## src/rtl/uart_pkg.sv

```systemverilog
// uart_pkg: constants and types shared by the memory-mapped UART transmitter.
//   - Register word offsets (addr[3:2]) inside the 16-byte window.
//   - STATUS register bit positions.
//   - Transmit FSM state encoding.
package uart_pkg;

  localparam logic [1:0] OFF_TXDATA  = 2'd0;
  localparam logic [1:0] OFF_STATUS  = 2'd1;
  localparam logic [1:0] OFF_DIVISOR = 2'd2;

  localparam int ST_FULL      = 0;
  localparam int ST_EMPTY     = 1;
  localparam int ST_BUSY      = 2;
  localparam int ST_OVF       = 3;
  localparam int ST_COUNT_LSB = 4;  // bits [7:4] hold the FIFO count

  typedef enum logic [1:0] {
    IDLE  = 2'd0,
    START = 2'd1,
    DATA  = 2'd2,
    STOP  = 2'd3
  } tx_state_t;

endpackage

```

## src/rtl/mmio_uart_tx_if.sv

```systemverilog
// mmio_uart_tx_if: the core's data-memory port as seen by a memory-mapped
// peripheral.
//   memwrite  : store strobe (core -> peripheral)
//   addr      : byte address, the core's aluout (core -> peripheral)
//   writedata : store data (core -> peripheral)
//   sel       : address falls in the peripheral window (peripheral -> core)
//   rdata     : combinational read data, 0 when sel=0 (peripheral -> core)
interface mmio_uart_tx_if;
  import uart_pkg::*;

  logic        memwrite;
  logic [31:0] addr;
  logic [31:0] writedata;
  logic        sel;
  logic [31:0] rdata;

  modport master (output memwrite, addr, writedata, input sel, rdata);
  modport slave  (input memwrite, addr, writedata, output sel, rdata);

endinterface

```

## src/rtl/sync_fifo.sv

```systemverilog
// sync_fifo: single-clock FIFO with a combinational head output.
//   clk, reset : clock, asynchronous active-high reset (empties the FIFO)
//   push, din  : write strobe and data; ignored while full
//   pop, dout  : read strobe and head data; ignored while empty
//   full, empty, count : occupancy flags and entry count (0..DEPTH)
// DEPTH must be a power of two so the pointers wrap by natural overflow.
module sync_fifo
  import uart_pkg::*;
#(
  parameter int WIDTH = 8,
  parameter int DEPTH = 4
) (
  input  logic                       clk,
  input  logic                       reset,
  input  logic                       push,
  input  logic [WIDTH-1:0]           din,
  input  logic                       pop,
  output logic [WIDTH-1:0]           dout,
  output logic                       full,
  output logic                       empty,
  output logic [$clog2(DEPTH+1)-1:0] count
);

  localparam int AW = (DEPTH > 1) ? $clog2(DEPTH) : 1;
  localparam int CW = $clog2(DEPTH + 1);

  logic [WIDTH-1:0] mem [DEPTH];
  logic [AW-1:0]    wr_ptr_reg, rd_ptr_reg;
  logic [CW-1:0]    count_reg;
  logic             push_ok, pop_ok;

  assign full    = (count_reg == CW'(DEPTH));
  assign empty   = (count_reg == '0);
  assign count   = count_reg;
  assign push_ok = push && !full;
  assign pop_ok  = pop && !empty;
  // The FSM loads the head on the same edge it pops, so the head is read
  // combinationally from the storage array.
  assign dout    = mem[rd_ptr_reg];

  // Storage has no reset; only the pointers define what is valid.
  always_ff @(posedge clk) begin
    if (push_ok) mem[wr_ptr_reg] <= din;
  end

  always_ff @(posedge clk or posedge reset) begin
    if (reset) begin
      wr_ptr_reg <= '0;
      rd_ptr_reg <= '0;
      count_reg  <= '0;
    end else begin
      if (push_ok) wr_ptr_reg <= wr_ptr_reg + AW'(1);
      if (pop_ok)  rd_ptr_reg <= rd_ptr_reg + AW'(1);
      count_reg <= count_reg + CW'(push_ok) - CW'(pop_ok);
    end
  end

endmodule

```

## src/rtl/mmio_uart_tx.sv

```systemverilog
// mmio_uart_tx: memory-mapped 8N1 UART transmitter on the core's data port.
//   clk, reset : clock, asynchronous active-high reset
//   bus        : slave side of mmio_uart_tx_if (memwrite/addr/writedata in,
//                sel/rdata out); reads are combinational, the core never stalls
//   txd        : registered serial output, idles high
//   irq_empty  : FIFO empty and transmitter idle
// Window at BASE_ADDR (16-byte aligned): 0x0 TXDATA (write pushes a byte),
// 0x4 STATUS, 0x8 DIVISOR (clk cycles per bit, 0 behaves as 1), 0xC reserved.
module mmio_uart_tx
  import uart_pkg::*;
#(
  parameter logic [31:0] BASE_ADDR   = 32'hFFFF_FF00,
  parameter int          DEPTH       = 4,
  parameter logic [15:0] DEFAULT_DIV = 16'd434
) (
  input  logic           clk,
  input  logic           reset,
  mmio_uart_tx_if.slave  bus,
  output logic           txd,
  output logic           irq_empty
);

  localparam int CW = $clog2(DEPTH + 1);

  logic [1:0]    offset;
  logic          wr_txdata, wr_status, wr_divisor;
  logic [15:0]   div_reg, div_eff, reload;
  logic          ovf_reg;
  logic [31:0]   rdata_next;
  logic          unused_bits;

  tx_state_t     state_reg, state_next;
  logic [15:0]   baud_reg, baud_next;
  logic [2:0]    bit_reg, bit_next;
  logic [7:0]    shift_reg, shift_next;
  logic          txd_reg, txd_next;
  logic          pop;

  logic [7:0]    fifo_head;
  logic          fifo_full, fifo_empty;
  logic [CW-1:0] fifo_count;

  // Address decode and write strobes.
  assign bus.sel     = (bus.addr[31:4] == BASE_ADDR[31:4]);
  assign offset      = bus.addr[3:2];
  assign wr_txdata   = bus.memwrite && bus.sel && (offset == OFF_TXDATA);
  assign wr_status   = bus.memwrite && bus.sel && (offset == OFF_STATUS);
  assign wr_divisor  = bus.memwrite && bus.sel && (offset == OFF_DIVISOR);
  assign unused_bits = ^{bus.addr[1:0], bus.writedata[31:16]};

  assign div_eff = (div_reg == 16'd0) ? 16'd1 : div_reg;
  assign reload  = div_eff - 16'd1;

  // The FIFO itself drops pushes while full, so the push strobe is raw.
  sync_fifo #(.WIDTH(8), .DEPTH(DEPTH)) u_fifo (
    .clk   (clk),
    .reset (reset),
    .push  (wr_txdata),
    .din   (bus.writedata[7:0]),
    .pop   (pop),
    .dout  (fifo_head),
    .full  (fifo_full),
    .empty (fifo_empty),
    .count (fifo_count)
  );

  // Register writes.
  always_ff @(posedge clk or posedge reset) begin
    if (reset) begin
      div_reg <= DEFAULT_DIV;
      ovf_reg <= 1'b0;
    end else begin
      if (wr_divisor) div_reg <= bus.writedata[15:0];
      if (wr_status && bus.writedata[ST_OVF]) ovf_reg <= 1'b0;
      else if (wr_txdata && fifo_full)        ovf_reg <= 1'b1;
    end
  end

  // Read mux.
  always_comb begin
    rdata_next = '0;
    if (bus.sel) begin
      case (offset)
        OFF_STATUS: begin
          rdata_next[ST_FULL]                 = fifo_full;
          rdata_next[ST_EMPTY]                = fifo_empty;
          rdata_next[ST_BUSY]                 = (state_reg != IDLE);
          rdata_next[ST_OVF]                  = ovf_reg;
          rdata_next[ST_COUNT_LSB +: 4]       = 4'(fifo_count);
        end
        OFF_DIVISOR: rdata_next[15:0] = div_reg;
        default:     rdata_next = '0;
      endcase
    end
  end
  assign bus.rdata = rdata_next;

  // Transmit FSM: state register.
  always_ff @(posedge clk or posedge reset) begin
    if (reset) begin
      state_reg <= IDLE;
      baud_reg  <= '0;
      bit_reg   <= '0;
      shift_reg <= '0;
      txd_reg   <= 1'b1;
    end else begin
      state_reg <= state_next;
      baud_reg  <= baud_next;
      bit_reg   <= bit_next;
      shift_reg <= shift_next;
      txd_reg   <= txd_next;
    end
  end

  // Transmit FSM: next state. The bit currently on the line is already out
  // of shift_reg, so each bit boundary drives shift_reg[0] and shifts.
  always_comb begin
    state_next = state_reg;
    baud_next  = baud_reg;
    bit_next   = bit_reg;
    shift_next = shift_reg;
    txd_next   = txd_reg;
    pop        = 1'b0;
    if (state_reg == IDLE) begin
      txd_next = 1'b1;
      if (!fifo_empty) begin
        pop        = 1'b1;
        shift_next = fifo_head;
        state_next = START;
        baud_next  = reload;
        txd_next   = 1'b0;
      end
    end else if (baud_reg != 16'd0) begin
      baud_next = baud_reg - 16'd1;
    end else begin
      // Bit boundary: DIVISOR is sampled here, so a mid-bit write only
      // affects the following bits.
      baud_next = reload;
      case (state_reg)
        START: begin
          state_next = DATA;
          bit_next   = 3'd0;
          txd_next   = shift_reg[0];
          shift_next = shift_reg >> 1;
        end
        DATA: begin
          if (bit_reg == 3'd7) begin
            state_next = STOP;
            txd_next   = 1'b1;
          end else begin
            bit_next   = bit_reg + 3'd1;
            txd_next   = shift_reg[0];
            shift_next = shift_reg >> 1;
          end
        end
        STOP: begin
          state_next = IDLE;
          txd_next   = 1'b1;
        end
        default: state_next = IDLE;
      endcase
    end
  end

  assign txd       = txd_reg;
  assign irq_empty = fifo_empty && (state_reg == IDLE);

endmodule

```

## src/flat_wrapper.sv

```systemverilog
// flat-port wrapper written by rule: the top's interface ports become plain ports
module mmio_uart_tx_flat import uart_pkg::*;
#(
  parameter logic [31:0] BASE_ADDR   = 32'hFFFF_FF00,
  parameter int          DEPTH       = 4,
  parameter logic [15:0] DEFAULT_DIV = 16'd434
)
  (clk, reset, txd, irq_empty, bus_memwrite, bus_addr, bus_writedata, bus_sel, bus_rdata);
  mmio_uart_tx_if bus_i ();
  input  logic clk;
  input  logic reset;
  output logic txd;
  output logic irq_empty;
  input wire logic [$bits(bus_i.memwrite)-1:0] bus_memwrite;
  input wire logic [$bits(bus_i.addr)-1:0] bus_addr;
  input wire logic [$bits(bus_i.writedata)-1:0] bus_writedata;
  output wire logic [$bits(bus_i.sel)-1:0] bus_sel;
  output wire logic [$bits(bus_i.rdata)-1:0] bus_rdata;
  assign bus_i.memwrite = bus_memwrite;
  assign bus_i.addr = bus_addr;
  assign bus_i.writedata = bus_writedata;
  assign bus_sel = bus_i.sel;
  assign bus_rdata = bus_i.rdata;
  mmio_uart_tx #(.BASE_ADDR(BASE_ADDR), .DEPTH(DEPTH), .DEFAULT_DIV(DEFAULT_DIV)) u_core (.clk(clk), .reset(reset), .bus(bus_i), .txd(txd), .irq_empty(irq_empty));
endmodule
```

## config.mk

```make
export PLATFORM = sky130hd
export DESIGN_NAME = mmio_uart_tx_flat
export DESIGN_NICKNAME = d
export VERILOG_FILES = /design/src/rtl/uart_pkg.sv /design/src/rtl/mmio_uart_tx_if.sv /design/src/rtl/sync_fifo.sv /design/src/rtl/mmio_uart_tx.sv /design/src/flat_wrapper.sv
export SDC_FILE = /design/constraint.sdc
export NUM_CORES = 1
export LEC_CHECK = 0
export ABC_CLOCK_PERIOD_IN_PS = 2600
export CORE_MARGIN = 5
export CORE_UTILIZATION = 46
export CTS_CLUSTER_SIZE = 28
export DETAILED_ROUTE_END_ITERATION = 10
export PLACE_DENSITY = 0.76
export SLEW_MARGIN = 20
export SYNTH_ARGS = -nofsm -noshare
export SYNTH_HDL_FRONTEND = slang
export SYNTH_SLANG_ARGS = --single-unit
export TNS_END_PERCENT = 20
```

## constraint.sdc

```tcl
create_clock -name clk -period 2.6 [get_ports clk]
set_input_delay 0.52 -clock clk [delete_from_list [all_inputs] [get_ports clk]]
set_output_delay 0.52 -clock clk [all_outputs]
set_load 0.02 [all_outputs]
```

==> results of run 1 <==
-- layer usage --
layer,track usage [%],vias up,wire length (um)
met5,0,-,0
met4,6.41,0,283
met3,3.93,18,670
met2,35.4,140,6280
met1,23.5,1828,4920
li1,-,1737,-
-- final timing paths --
check,start,endpoint,slack [ns],depth (start not counted)
max,bus_addr[17],u_core.u_fifo.count[2]$_DFF_PP0_,0.00009,13
min,reset,u_core.shift_reg[4]$_DFFE_PP0P_,0.47,2
max reg2reg,u_core.div_reg[2]$_DFFE_PP0P_,u_core.baud_reg[14]$_DFFE_PP0N_,0.03,11
min reg2reg,u_core.shift_reg[3]$_DFFE_PP0P_,u_core.shift_reg[3]$_DFFE_PP0P_,0.49,2
max in group asynchronous,reset,u_core.div_reg[1]$_DFFE_PP1P_,1.54,3
min in group clk,u_core.shift_reg[3]$_DFFE_PP0P_,u_core.shift_reg[3]$_DFFE_PP0P_,0.49,2
-- stage by stage --
step	area [um2]	utilization (%)	hold WS, ns	total power, W	std cells
after global routing	6150	60.6	0.498	0.00281	675
after CTS	6020	59.4	0.476	0.00272	668
after detailed placement	5870	57.9	0.476	0.00178	649
after floorplan	4800	-	0.446	0.00166	427
after global placement	5870	57.9	0.469	0.00176	649
final	6150	60.6	0.471	0.00270	675
-- timing repair --
action / CTS / global route
endpoints found under the hold margin: 0 / 0
buffers inserted: 2 / 7
gates cloned: 1 / 0
endpoints found under the setup margin: 21 / 16
gates resized for setup: 124 / 56
hold buffers: 0 / 0
pin swaps: 13 / 22
-- power groups by stage --
stage | logic [W] | registers (W) | clock network (W)
finish | 0.000297 | 0.00145 | 0.000954
global route | 0.000325 | 0.00145 | 0.00104
CTS | 0.000301 | 0.00145 | 0.000972
detailed placement | 0.000307 | 0.00147 | 0
global placement | 0.000291 | 0.00147 | 0
floorplan | 0.000199 | 0.00146 | 0
-- cell usage in the layout, fill, tap and decap left out, types with 6 or more instances in the layout --
cell / n
clkbuf_2: 8
mux2_2: 8
nor3_1: 7
edfxtp_1: 32
a21oi_1: 14
mux2i_1: 7
a22oi_1: 7
conb_1: 16
xnor2_1: 7
nor4_1: 7
xor2_1: 7
buf_4: 62
nand4_1: 6
clkbuf_8: 9
nand2_1: 33
dlymetal6s2s_1: 9
o21ai_0: 27
and3_1: 8
dfrtp_1: 48
ha_1: 14
inv_1: 19
clkdlybuf4s50_1: 21
mux4_2: 8
mux2_4: 10
nor2_1: 23
dfstp_2: 6
buf_2: 10
buf_6: 13
-- layout make-up --
| class | count | area, um2 | area share (%) |
|---|---|---|---|
| timing repair buffer | 127 | 1090 | 17.8 |
| tap | 136 | 170 | 2.77 |
| clock inverter | 7 | 72.6 | 1.18 |
| sequential | 86 | 2320 | 37.7 |
| inverter | 21 | 78.8 | 1.28 |
| clock buffer | 9 | 124 | 2.02 |
| multi-input combinational | 289 | 2290 | 37.2 |
-- kinds of logic (layout without fill, tap and decap cells) --
kind of cell    Yosys count  after routing  share of synthesized area [%]
simple gates            127            127                           15.3
flops                    86             86                           49.3
other cells               1             16                         0.0798
compound gates           78             78                           11.0
mux                      33             33                           10.4
fa+ha+maj                19             19                           5.22
buf+inv                  52            164                           5.64
xor+xnor                 16             16                           2.98
==> reports/results.ini, run 1 <==
[synth]
synth_async_sr_flop_share_pct=62.8
ys_ff_latch=86
synth_area_leaders=dfrtp_1 (26%), edfxtp_1 (20%), ha_1 (4.8%), mux4_2 (3.8%), dfstp_2 (3.4%)
synth_top_area_share_pct=25.6
avgSynthCellArea_um2=11.4
syn_inst=412
synth_edf_count=32
syn-cell-area_um2=4700
yosysSeqAreaShare_pct=49.3
synth_commonest_cells=dfrtp_1 (48), nand2_1 (34), edfxtp_1 (32)
ys.flop_type=dfrtp_1
synth.distinct_cells=58
synth_most_common_cell=dfrtp_1
synth_top_cell_by_area=dfrtp_1
ys.warnings.count=0

[power]
switching_share_pct=25.2
combPwrFrac_pct=11.0
seq_power_share_pct=53.7
power_frac_clock_pct=35.4
powerDensity_nw_per_um2=439
p_switching_w=0.000681
irDropWorstVdd_mv=0.342
p_int_w=0.00202
p_leak_nw=2.92

[finish]
largest_reg_flops=32
fin_nets=620
num_antenna_cells=0
fill_cells=806
areaGrowthSynthToFinish_pct=30.7
drive_gt1_share_pct=31.5

[global_route]
grt_max_degree=24
grt_pass1_vias=3952
track_usage_pct=19.7
antenna_found_initial=0
grt_overflow=0
grt_pass1_wl_mm=19.5

[detailed_routing]
vias=3723
via_per_inst=5.52
route.detailed.drc=0
drt-initial-drc-count=272
postRouteAntennaNets=0
wl_per_cell_um=18.0
dr.pass1.iters=5
wirelength_mm=12.2

[cts]
cts_tree=yes
clkLatencyLatePin_ns=0.36
cts_sinks=86
clkTransAtPathRegs_ns=0.09
cts-root-buf=clkbuf_8
numCtsBuffers=9
cts.path.max_buffers=2
htreeDepth=3

[critical_path]
critPathArrivalTime_ns=2.85
cp_top_family=simple AND/OR/NAND/NOR gates
end_kind=register
critPathLaunchType=primary input
cp.required_ns=2.85
critical-path-slowest-cell=or3_4
path_max_fanout=2
crit_chain=buf_6 > nand4_1 > or3_4 > nor4_4 > buf_4 > buf_6 > nand4b_4 > ha_4 > inv_2 > ha_4 > fa_2 > xnor2_2 > xnor2_1
critPathKind=primary input to register
cpPeakStageDelay_ns=0.41
crit_buf_inv=4

[place]
dp_hpwl_mm=8.72
gp_congestion=0.825
dp_slack_ns=-0.788
io_buffers=67

[sta]
fin_ws_ns=0.0000921
fmax_ghz=0.385
slew_headroom_pct=59.6
finalCriticalPeriod_ns=2.60
worst_slew_pin_slew_ns=0.606
finalCritPeriodShare_pct=100
fin_tns_setup_ns=0
final.setup_skew_ns=0.00689
setup-violations-final=0
drv_slew=0
rsz0062_at_grt=yes
hold_violations=0

[hold_path]
hold_class=primary input to asynchronous set/reset pin

[floorplan]
design.core.area_um2=10100
design.die.area_um2=12300
fp.dieW_um=111
io_pins=102
die_h_um=111
rows=37
start_util_pct=46.4

[run]
maxCapViolations=0

[run_status]
status=finished clean

(Power assumes the default switching activity.)
==> run 2: changes to the inputs <==
CORE_UTILIZATION = 47   (was 46)
PLACE_DENSITY = 0.77   (was 0.76)
SYNTH_HIERARCHICAL = 1   (was unset)
==> run 2 against run 1 <==
The run now ends with negative setup slack left. Design area rose by 7.1%. Maximum frequency fell by 15%. Combinational power increased to 3.0 times the previous value. Final cell count grew 2.5%. Clock skew increased by 0.0029 ns. Synthesized area rose by 2.9%. Clock-buffer cell count unchanged. Setup slack got worse by 0.44 ns. Register-to-register slack barely moved. Largest cell class is now multi-input combinational cells. Highest routed layer unchanged.
==> reports/results.ini, run 2 <==
[global_route]
grt_max_degree=48  ; was 24
antenna_found_initial=0  ; unchanged
track_usage_pct=19.6  ; was 19.7%
grt_pass1_vias=3952  ; unchanged
grt_pass1_wl_mm=19.8  ; was 19.5 mm
grt_overflow=0  ; unchanged

[critical_path]
critPathArrivalTime_ns=3.32  ; was 2.85 ns
critPathLaunchType=primary input  ; unchanged
cp.required_ns=2.88  ; was 2.85 ns
end_kind=register  ; unchanged
critPathKind=primary input to register  ; unchanged
path_max_fanout=3  ; was 2

[sta]
worst_slew_pin_slew_ns=0.637  ; was 0.606 ns
hold_violations=0  ; unchanged
fmax_ghz=0.329  ; was 0.385 GHz
fin_ws_ns=-0.442  ; was 0.0000921 ns
finalCritPeriodShare_pct=117  ; was 100%
fin_tns_setup_ns=-4.23  ; was 0 ns
slew_headroom_pct=57.5  ; was 59.6%
setup-violations-final=19  ; was 0
rsz0062_at_grt=yes  ; unchanged
finalCriticalPeriod_ns=3.04  ; was 2.60 ns
final.setup_skew_ns=0.00981  ; was 0.00689 ns
drv_slew=0  ; unchanged

[hold_path]
hold_class=primary input to asynchronous set/reset pin  ; unchanged

[floorplan]
rows=37  ; unchanged
design.die.area_um2=12400  ; was 12300 um2
die_h_um=111  ; about the same
fp.dieW_um=111  ; about the same
start_util_pct=47.5  ; was 46.4%
io_pins=102  ; unchanged
design.core.area_um2=10200  ; was 10100 um2

[cts]
cts-root-buf=clkbuf_8  ; unchanged
cts_sinks=86  ; unchanged
numCtsBuffers=9  ; unchanged
clkLatencyLatePin_ns=0.36  ; about the same
htreeDepth=3  ; unchanged
cts_tree=yes  ; unchanged
clkTransAtPathRegs_ns=0.10  ; was 0.09 ns
cts.path.max_buffers=2  ; unchanged
cts_hold_buffers=0  ; unchanged

[synth]
syn_inst=427  ; was 412
syn-cell-area_um2=4840  ; was 4700 um2
synth_most_common_cell=dfrtp_1  ; unchanged
ys.flop_type=dfrtp_1  ; unchanged
synth_top_area_share_pct=24.8  ; was 25.6%
synth.distinct_cells=66  ; was 58
ys.warnings.count=6  ; was 0
synth_edf_count=32  ; unchanged
synth_top_cell_by_area=dfrtp_1  ; unchanged
synth_commonest_cells=dfrtp_1 (48), nor2_1 (34), edfxtp_1 (32)  ; was dfrtp_1 (48), nand2_1 (34), edfxtp_1 (32)
synth_area_leaders=dfrtp_1 (25%), edfxtp_1 (20%), ha_1 (4.7%), mux4_2 (3.7%), dfstp_2 (3.3%)  ; was dfrtp_1 (26%), edfxtp_1 (20%), ha_1 (4.8%), mux4_2 (3.8%), dfstp_2 (3.4%)
synth_async_sr_flop_share_pct=62.8  ; unchanged
avgSynthCellArea_um2=11.3  ; was 11.4 um2
ys_ff_latch=86  ; unchanged
yosysSeqAreaShare_pct=48.0  ; was 49.3%

[place]
io_buffers=67  ; unchanged
dp_slack_ns=-1.12  ; was -0.788 ns
dp_hpwl_mm=8.80  ; was 8.72 mm
gp_congestion=0.864  ; was 0.825

[finish]
drive_gt1_share_pct=32.4  ; was 31.5%
largest_reg_flops=32  ; unchanged
areaGrowthSynthToFinish_pct=36.1  ; was 30.7%
fill_cells=753  ; was 806
final_common_cell=buf_4  ; unchanged
fin_nets=637  ; was 620
layout_common_cells=buf_4 (50), dfrtp_1 (48), clkdlybuf4s50_1 (34), edfxtp_1 (32)  ; was buf_4 (62), dfrtp_1 (48), nand2_1 (33), edfxtp_1 (32), o21ai_0 (27)
num_antenna_cells=0  ; unchanged

[detailed_routing]
wirelength_mm=12.7  ; was 12.2 mm
vias=3970  ; was 3723
postRouteAntennaNets=0  ; unchanged
drt-initial-drc-count=295  ; was 272
via_per_inst=5.74  ; was 5.52
dr.pass1.iters=5  ; unchanged
met1_length_mm=5.18  ; was 4.92 mm
met3WireLength_um=878  ; was 670 um
wl_met2_mm=6.44  ; was 6.28 mm
route.detailed.drc=0  ; unchanged
wl_per_cell_um=18.4  ; was 18.0 um
top_layer_used=met4  ; unchanged

[run_status]
violations=negative setup slack
status=finished, violations left  ; was finished clean

[power]
irDropWorstVdd_mv=0.312  ; was 0.342 mV
powerDensity_nw_per_um2=506  ; was 439 nW/um2
power_w=0.00333  ; was 0.00270 W
p_leak_nw=2.98  ; was 2.92 nW

[run]
maxCapViolations=0  ; unchanged

-- run 2: cell count changes after synthesis, moves of 4 or more --
cell	previous run	this run
a21oi_1	14	20
and3b_1	0	4
nand2_1	34	20
nor2_1	26	34
nor3_1	7	14
o21ai_0	27	20
-- run 2: worst paths after layout --
| check | startpoint | endpoint | slack [ns] | cells past startpoint |
|---|---|---|---|---|
| min in group clk | u_core/bit_reg[2]$_DFFE_PP0P_ | u_core/bit_reg[2]$_DFFE_PP0P_ | 0.54 | 1 |
| worst max-delay path | bus_addr[5] | u_core/u_fifo/count[2]$_DFF_PP0_ | -0.44 | 13 |
| max in group asynchronous | reset | u_core/baud_reg[15]$_DFFE_PP0N_ | 1.46 | 3 |
| worst max register to register | u_core/div_reg[0]$_DFFE_PP0P_ | u_core/baud_reg[12]$_DFFE_PP0N_ | 0.03 | 10 |
| worst min register to register | u_core/bit_reg[2]$_DFFE_PP0P_ | u_core/bit_reg[2]$_DFFE_PP0P_ | 0.54 | 1 |
| worst min-delay path | reset | u_core/u_fifo/count[1]$_DFF_PP0_ | 0.44 | 2 |
-- run 2: layer usage --
layer / global-route usage, % / vias up
met5: 0 / -
met4: 6.49 / 0
met2: 33.1 / 184
li1: - / 1813
met3: 3.21 / 28
met1: 25.9 / 1945
-- run 2: report_power, final --
| group | total [W] | switching (W) | internal, W |
|---|---|---|---|
| Clock | 0.000940 | 0.000561 | 0.000379 |
| Combinational | 0.000904 | 0.000497 | 0.000407 |
| Sequential | 0.00149 | 0.0000411 | 0.00144 |
-- run 2: critical path: stages --
cell and delay [ns]:
buf_6 0.09, or4b_1 0.50, or4_4 0.43, nor4_4 0.16
buf_4 0.18, and3_4 0.20, nand2b_4 0.07, ha_4 0.28
inv_4 0.03, ha_4 0.15, fa_2 0.35, xnor2_2 0.21
xnor2_1 0.16
-- run 2: cells by family after synthesis --
group           share of synthesized area, %
mux                                     10.3
fa+ha+maj                               5.07
compound gates                          11.7
flops                                   48.0
xor+xnor                                2.72
other cells                           0.0775
buf+inv                                 5.90
simple gates                            16.2
-- run 2: cell type report --
type	instances	area [um2]	area share, %
clock buffers	9	124	1.88
repair buffers	129	1300	19.7
inverters	24	92.6	1.41
well taps	136	170	2.59
clock inverters	7	73.8	1.12
flip-flops and latches	86	2320	35.2
multi-input cells	301	2500	38.0
-- run 2: metrics by stage --
step                util, %  area, um2  hold slack, ns  cells
finish                 64.6       6580           0.445    692
detailed placement     59.6       6070           0.514    668
global route           64.6       6580           0.473    692
CTS                    63.2       6440           0.420    692
global placement       59.6       6070           0.507    668
floorplan                 -       4940           0.323    442
-- run 2: repair_timing --
item                                    CTS  global route
hold endpoints to repair                  0             0
gates resized for setup                 133            36
endpoints found under the setup margin   62            73
buffers inserted                          7             0
cloned                                    1             0
pin swaps                                14            20
